File: config.mk
export PLATFORM = sky130hd
export DESIGN_NAME = mem_read_arbiter
export DESIGN_NICKNAME = d
export VERILOG_FILES = /design/src/rtl/mem_arb_pkg.sv /design/src/rtl/rr_arbiter.sv /design/src/rtl/mem_read_arbiter.sv
export SDC_FILE = /design/constraint.sdc
export NUM_CORES = 1
export LEC_CHECK = 0
export CAP_MARGIN = 20
export CORE_MARGIN = 5
export CORE_UTILIZATION = 32
export CTS_BUF_LIST = sky130_fd_sc_hd__clkbuf_4 sky130_fd_sc_hd__clkbuf_8
export DETAILED_ROUTE_END_ITERATION = 7
export GPL_ROUTABILITY_DRIVEN = 0
export PLACE_DENSITY = 0.75
export RECOVER_POWER = 25
export SLEW_MARGIN = 20
export SYNTH_ARGS = -nofsm -noshare
export SYNTH_HDL_FRONTEND = slang
export SYNTH_HIERARCHICAL = 1
export SYNTH_SLANG_ARGS = --single-unit
export TNS_END_PERCENT = 10
File: constraint.sdc
create_clock -name clk -period 1.3 [get_ports clk]
set_input_delay 0.39 -clock clk [delete_from_list [all_inputs] [get_ports clk]]
set_output_delay 0.39 -clock clk [all_outputs]
set_load 0.01 [all_outputs]
File: src/rtl/mem_arb_pkg.sv
// mem_arb_pkg: shared types, limits and helpers for mem_read_arbiter.
// Also supplies default widths for the `ADDR_WIDTH / `DATA_WIDTH macros
// when the build does not define them.
`ifndef ADDR_WIDTH
`define ADDR_WIDTH 32
`endif
`ifndef DATA_WIDTH
`define DATA_WIDTH 32
`endif

package mem_arb_pkg;

    // Upper bound on the number of refill engines sharing the port.
    localparam int MAX_REQ = 8;

    typedef enum logic [1:0] {
        IDLE,
        ADDR,
        DATA
    } arb_state_e;

    // ARLEN carries the beat count directly; zero still moves one beat.
    function automatic int unsigned burst_beats(input int unsigned len);
        return (len == 0) ? 1 : len;
    endfunction

endpackage

File: src/rtl/rr_arbiter.sv
// rr_arbiter: picks one requester per grant. Round-robin from a rotating
// pointer by default; with MEM_ARB_FIXED_PRIO_EN defined the lowest index
// always wins and no pointer exists.
module rr_arbiter
    import mem_arb_pkg::*;
#(
    parameter int NUM_REQ = 2,
    parameter int IDX_W   = 1
) (
    input  logic               clk,
    input  logic               rst_n,
    input  logic [NUM_REQ-1:0] req,
    input  logic               advance,
    output logic               any_req,
    output logic [NUM_REQ-1:0] grant,
    output logic [IDX_W-1:0]   winner
);

`ifndef MEM_ARB_FIXED_PRIO_EN
    logic [IDX_W-1:0] rr_ptr;

    // Pointer moves just past the requester that was granted; explicit wrap
    // keeps non-power-of-two requester counts in range.
    always_ff @(posedge clk or negedge rst_n) begin
        if (!rst_n) begin
            rr_ptr <= '0;
        end else if (advance) begin
            // NOTE: state registers use non-blocking assignments so every flop samples pre-edge values.
            rr_ptr <= (winner == IDX_W'(NUM_REQ - 1)) ? '0 : winner + 1'b1;
        end
    end
`else
    logic unused_rr_inputs;
    assign unused_rr_inputs = ^{clk, rst_n, advance};
`endif

    // Scan requesters starting from the priority origin; first active one wins.
    always_comb begin
        logic [IDX_W-1:0] idx;
        // NOTE: every output gets a default before the loop so no latch is inferred.
        any_req = 1'b0;
        winner  = '0;
        idx     = '0;
        for (int i = 0; i < NUM_REQ; i++) begin
`ifndef MEM_ARB_FIXED_PRIO_EN
            idx = IDX_W'((int'(rr_ptr) + i) % NUM_REQ);
`else
            idx = IDX_W'(i);
`endif
            if (!any_req && req[idx]) begin
                any_req = 1'b1;
                winner  = idx;
            end
        end
    end

    assign grant = any_req ? (NUM_REQ'(1) << winner) : '0;

endmodule

File: src/rtl/mem_read_arbiter.sv
// mem_read_arbiter: shares one AXI AR/R channel pair between NUM_REQ cache
// refill engines, one burst at a time. Grant is held until the last beat.
// Build option: define MEM_ARB_FIXED_PRIO_EN for fixed lowest-index priority
// instead of round-robin.
`ifndef ADDR_WIDTH
`define ADDR_WIDTH 32
`endif
`ifndef DATA_WIDTH
`define DATA_WIDTH 32
`endif

module mem_read_arbiter
    import mem_arb_pkg::*;
#(
    parameter int NUM_REQ    = 2,
    parameter int ADDR_WIDTH = `ADDR_WIDTH,
    parameter int DATA_WIDTH = `DATA_WIDTH,
    parameter int ID_WIDTH   = 4,
    parameter int LEN_WIDTH  = 4
) (
    input  logic                          clk,
    input  logic                          rst_n,
    input  logic [NUM_REQ-1:0]            req_arvalid,
    input  logic [NUM_REQ*ADDR_WIDTH-1:0] req_araddr,
    input  logic [NUM_REQ*LEN_WIDTH-1:0]  req_arlen,
    input  logic [NUM_REQ*ID_WIDTH-1:0]   req_arid,
    output logic [NUM_REQ-1:0]            req_arready,
    output logic [NUM_REQ-1:0]            req_rvalid,
    output logic [DATA_WIDTH-1:0]         req_rdata,
    output logic                          req_rlast,
    output logic                          mem_arvalid,
    output logic [ADDR_WIDTH-1:0]         mem_araddr,
    output logic [LEN_WIDTH-1:0]          mem_arlen,
    output logic [ID_WIDTH-1:0]           mem_arid,
    input  logic                          mem_arready,
    input  logic                          mem_rvalid,
    input  logic [DATA_WIDTH-1:0]         mem_rdata,
    output logic                          mem_rready,
    output logic                          busy
);

    localparam int IDX_W = (NUM_REQ > 1) ? $clog2(NUM_REQ) : 1;

    if (NUM_REQ < 2 || NUM_REQ > MAX_REQ) begin : g_bad_num_req
        $error("mem_read_arbiter: NUM_REQ out of range");
    end

    arb_state_e           state;
    logic [IDX_W-1:0]     owner;
    logic [IDX_W-1:0]     winner;
    logic [NUM_REQ-1:0]   grant;
    logic                 any_req;
    logic                 grant_take;
    logic [LEN_WIDTH-1:0] beat_cnt;
    logic                 ar_valid_q;
    logic [ADDR_WIDTH-1:0] addr_q;
    logic [LEN_WIDTH-1:0] len_q;
    logic [ID_WIDTH-1:0]  id_q;

    assign grant_take = (state == IDLE) && any_req;

    rr_arbiter #(
        .NUM_REQ (NUM_REQ),
        .IDX_W   (IDX_W)
    ) u_rr_arbiter (
        .clk     (clk),
        .rst_n   (rst_n),
        .req     (req_arvalid),
        .advance (grant_take),
        .any_req (any_req),
        .grant   (grant),
        .winner  (winner)
    );

    // Burst FSM: capture the winner's request, present it downstream, count beats.
    always_ff @(posedge clk or negedge rst_n) begin
        if (!rst_n) begin
            // NOTE: the captured AR fields are reset too so the memory side never sees X after reset.
            state      <= IDLE;
            owner      <= '0;
            beat_cnt   <= '0;
            ar_valid_q <= 1'b0;
            addr_q     <= '0;
            len_q      <= '0;
            id_q       <= '0;
        end else begin
            case (state)
                IDLE: begin
                    if (grant_take) begin
                        owner      <= winner;
                        addr_q     <= req_araddr[int'(winner)*ADDR_WIDTH +: ADDR_WIDTH];
                        len_q      <= req_arlen[int'(winner)*LEN_WIDTH +: LEN_WIDTH];
                        id_q       <= req_arid[int'(winner)*ID_WIDTH +: ID_WIDTH];
                        ar_valid_q <= 1'b1;
                        state      <= ADDR;
                    end
                end
                ADDR: begin
                    if (mem_arready) begin
                        ar_valid_q <= 1'b0;
                        beat_cnt   <= LEN_WIDTH'(burst_beats(32'(len_q)));
                        state      <= DATA;
                    end
                end
                DATA: begin
                    if (mem_rvalid) begin
                        beat_cnt <= beat_cnt - 1'b1;
                        if (beat_cnt == LEN_WIDTH'(1)) begin
                            state <= IDLE;
                        end
                    end
                end
                default: state <= IDLE;
            endcase
        end
    end

    // Requester-side handshakes: accept pulse in IDLE, R beats steered to the owner.
    always_comb begin
        req_arready = '0;
        req_rvalid  = '0;
        req_rlast   = 1'b0;
        if (state == IDLE && rst_n) begin
            req_arready = grant;
        end
        if (state == DATA && mem_rvalid) begin
            req_rvalid[owner] = 1'b1;
            req_rlast         = (beat_cnt == LEN_WIDTH'(1));
        end
    end

    assign req_rdata   = mem_rdata;
    assign mem_arvalid = ar_valid_q;
    assign mem_araddr  = addr_q;
    assign mem_arlen   = len_q;
    assign mem_arid    = id_q;
    assign mem_rready  = 1'b1;
    assign busy        = (state != IDLE);

endmodule

==> run metrics <==
status finished, violations left; failing checks setup timing; Clock Sinks 49; synth-to-layout area growth 61.0%; # setup viols final 51; synth unique cells 36; gr busiest metal met2; multi-input gate area in the final layout 1260 µm²; CP Buf/Inv Count 1; fraction of layout cells with a size suffix above 1 0.339; Die Wd 103 µm; initial antenna violation count 0; Final ANT Viol Nets 0; asr flop ratio synth 1.00; Nets between 500 and 600; VDD IR-drop max 0.713 mV; top post-synthesis cells by area dfrtp_1 (45%), mux2i_1 (15%), buf_4 (11%), a21oi_1 (7.6%), nor2_1 (6.3%); register area ~1200 µm²; Port Buf Inserts ~130; Synth Register Bits 49; Hold Fails Final Rpt 0; setup_tns -9.82 ns; drt wl/cell approximately 16 µm; largest area contributor in the netlist dfrtp_1; Slew @ Worst Pin 0.625 ns; Core Util, Final 0.533; Post-route DRC 0; clock root buffer clkbuf_8; post-synthesis cell count 271; DRT iter0 DRCs 45; ys flop type dfrtp_1; Leak roughly 2.0 nW; total power 0.00897 W; final WL 8050 µm; Detailed Place HPWL 5900 µm; # rows 33; Overflow after GRT 0; Post-synth EDFFs 0; Worst-path clk slew 0.09 ns; Inserted Diodes 0; top-count cell post-synth dfrtp_1; reg2reg start state[0]$_DFFE_PN0P_; delay of the slowest cell on the worst path 0.42 ns; CP max stage cell dfrtp_1; io pins 198; crit path capture type output port; Max Slew Vio Count 0; Initial Utilization 0.331; first-pass GRT wire length about 13,000 µm; Worst setup SP type flip-flop; Max Cap Viol 0; total CTS buffers 5; relative slew slack 0.583; crit-path max FO 3; fillers 766; largest net degree at the start of global routing 45; CP top delay family flip-flops; Worst-Skew Late Latency 0.29 ns; H-tree Lvls 2; CTS Buffer Depth 2; start point of the critical path state[0]$_DFFE_PN0P_; Syn Nets 391; global-route met3 utilization 0.0440; critical setup path kind flip-flop to output port; CP Cell Sequence and2b_4 -> and3_1 -> buf_2; fin crit period 1.63 ns; Max Fclk roughly 0.6 GHz; skew final 0.00679 ns; Post-synth top cells dfrtp_1 (49), nor2_1 (46), a21oi_1 (42), mux2i_1 (42), buf_4 (39); Syn Area/Cell 10.1 µm²; via density per instance roughly 4.7; die area 10,500 µm²; Power Dens Cells around 2000 nW/µm²; vias in the first global route 2,613; vias ~2.4k; TritonCTS clock tree built; yosys synthesis warning count 6; share of the synthesized area in the top cell type 0.446; Synth Cell Area 2750 µm²; Final WS setup -0.331 ns; Period Utilization, post-route 1.25; worst hold path class input pin to async pin; Core ar. 8300 µm²; DRT Pass-1 Iters 4; GR Layer Usage met2 0.268; critical path required time 0.91 ns; crit path DAT 1.24 ns; total track usage 0.153; register area share after synthesis 0.446; met1 usage 0.182; RSZ-0062 raised after global routing true; Die Y 103 µm
-- power breakdown --
part	total, W	switching [W]	leakage [nW]	internal (W)
sequential	0.00270	0.000419	0.537	0.00228
clock	0.000932	0.000488	0.0477	0.000444
combinational	0.00534	0.00243	1.39	0.00291
-- cell usage in the layout, fill, tap and decap left out, types with 2 or more instances in the layout --
master	instances
mux2i_2	4
clkbuf_4	2
clkdlybuf4s50_1	81
nor2_1	38
clkbuf_1	2
nand2_1	3
buf_2	46
buf_4	28
buf_12	5
and3_1	3
a21oi_2	5
mux2i_1	38
a21oi_1	37
inv_1	4
a2bb2oi_1	2
buf_6	10
dlygate4sd2_1	4
o21ai_0	2
dfrtp_2	2
nand3b_4	2
dfrtp_1	47
nand2b_4	2
nor2_2	7
and2_4	2
buf_16	6
clkbuf_8	6
-- through the flow --
step	instances	cell area, µm²	worst slack (ns)	hold slack (ns)
after floorplan	271	2800	-0.0220	0.0944
after global placement	494	4180	-0.868	0.358
after detailed placement	494	4180	-0.924	0.364
after CTS	517	4370	-0.361	0.0363
after global routing	518	4430	-0.412	0.214
final	518	4430	-0.331	0.156
-- final timing paths --
check                                                  end  cells past startpoint  slack (ns)
min                        u_rr_arbiter/rr_ptr$_DFFE_PN0P_                      2        0.16
max in group asynchronous             state[1]$_DFFE_PN0P_                      2        0.49
min reg2reg                     mem_araddr[31]$_DFFE_PN0P_                      2        0.52
max reg2reg                              owner$_DFFE_PN0P_                      6       -0.24
min in group clk                mem_araddr[31]$_DFFE_PN0P_                      2        0.52
max                                          req_rvalid[1]                      3       -0.33
-- final cells by class --
class	instances	area share
Clock buffer	7	0.0204
Inverter	5	0.00424
Multi-Input combinational cell	168	0.285
Sequential cell	49	0.278
Tap cell	105	0.0297
Timing Repair Buffer	184	0.383
-- metal layers --
metal | vias up | wire length [µm]
met1 | 1133 | 3200
li1 | 1176 | -
met3 | 18 | 653
met2 | 94 | 4060
met4 | 0 | 131
met5 | - | 0
-- worst register-to-register path, delay by kind of cell (launching register included) --
family	cells	cell delay, ns
buf+inv	4	0.49
flops	1	0.42
mux	1	0.32
simple gates	1	0.19
-- cell families after synthesis --
kind of cell	count (synthesis)	share of synthesized area
mux	43	0.157
flops	49	0.446
other cells	1	0.00136
simple gates	68	0.131
fa+ha+maj	2	0.00910
buf+inv	54	0.136
compound gates	54	0.119
-- sequential cells by signal (all words and copies together), names as in the netlist --
name	flops
mem_araddr	32
beat_cnt	4
u_rr_arbiter/rr_ptr	1
owner	1
mem_arid	4
mem_arvalid	1
state	2
mem_arlen	4
-- what timing repair did --
| item | in CTS | in global routing |
|---|---|---|
| pin swaps | 7 | 3 |
| setup endpoints to repair | 93 | 52 |
| hold buffers | 0 | 0 |
| endpoints found under the hold margin | 0 | 0 |
| gates resized for setup | 215 | 19 |
| cloned | 6 | 0 |
| buffers inserted | 11 | 1 |
Power figures use the tool's default switching activity.
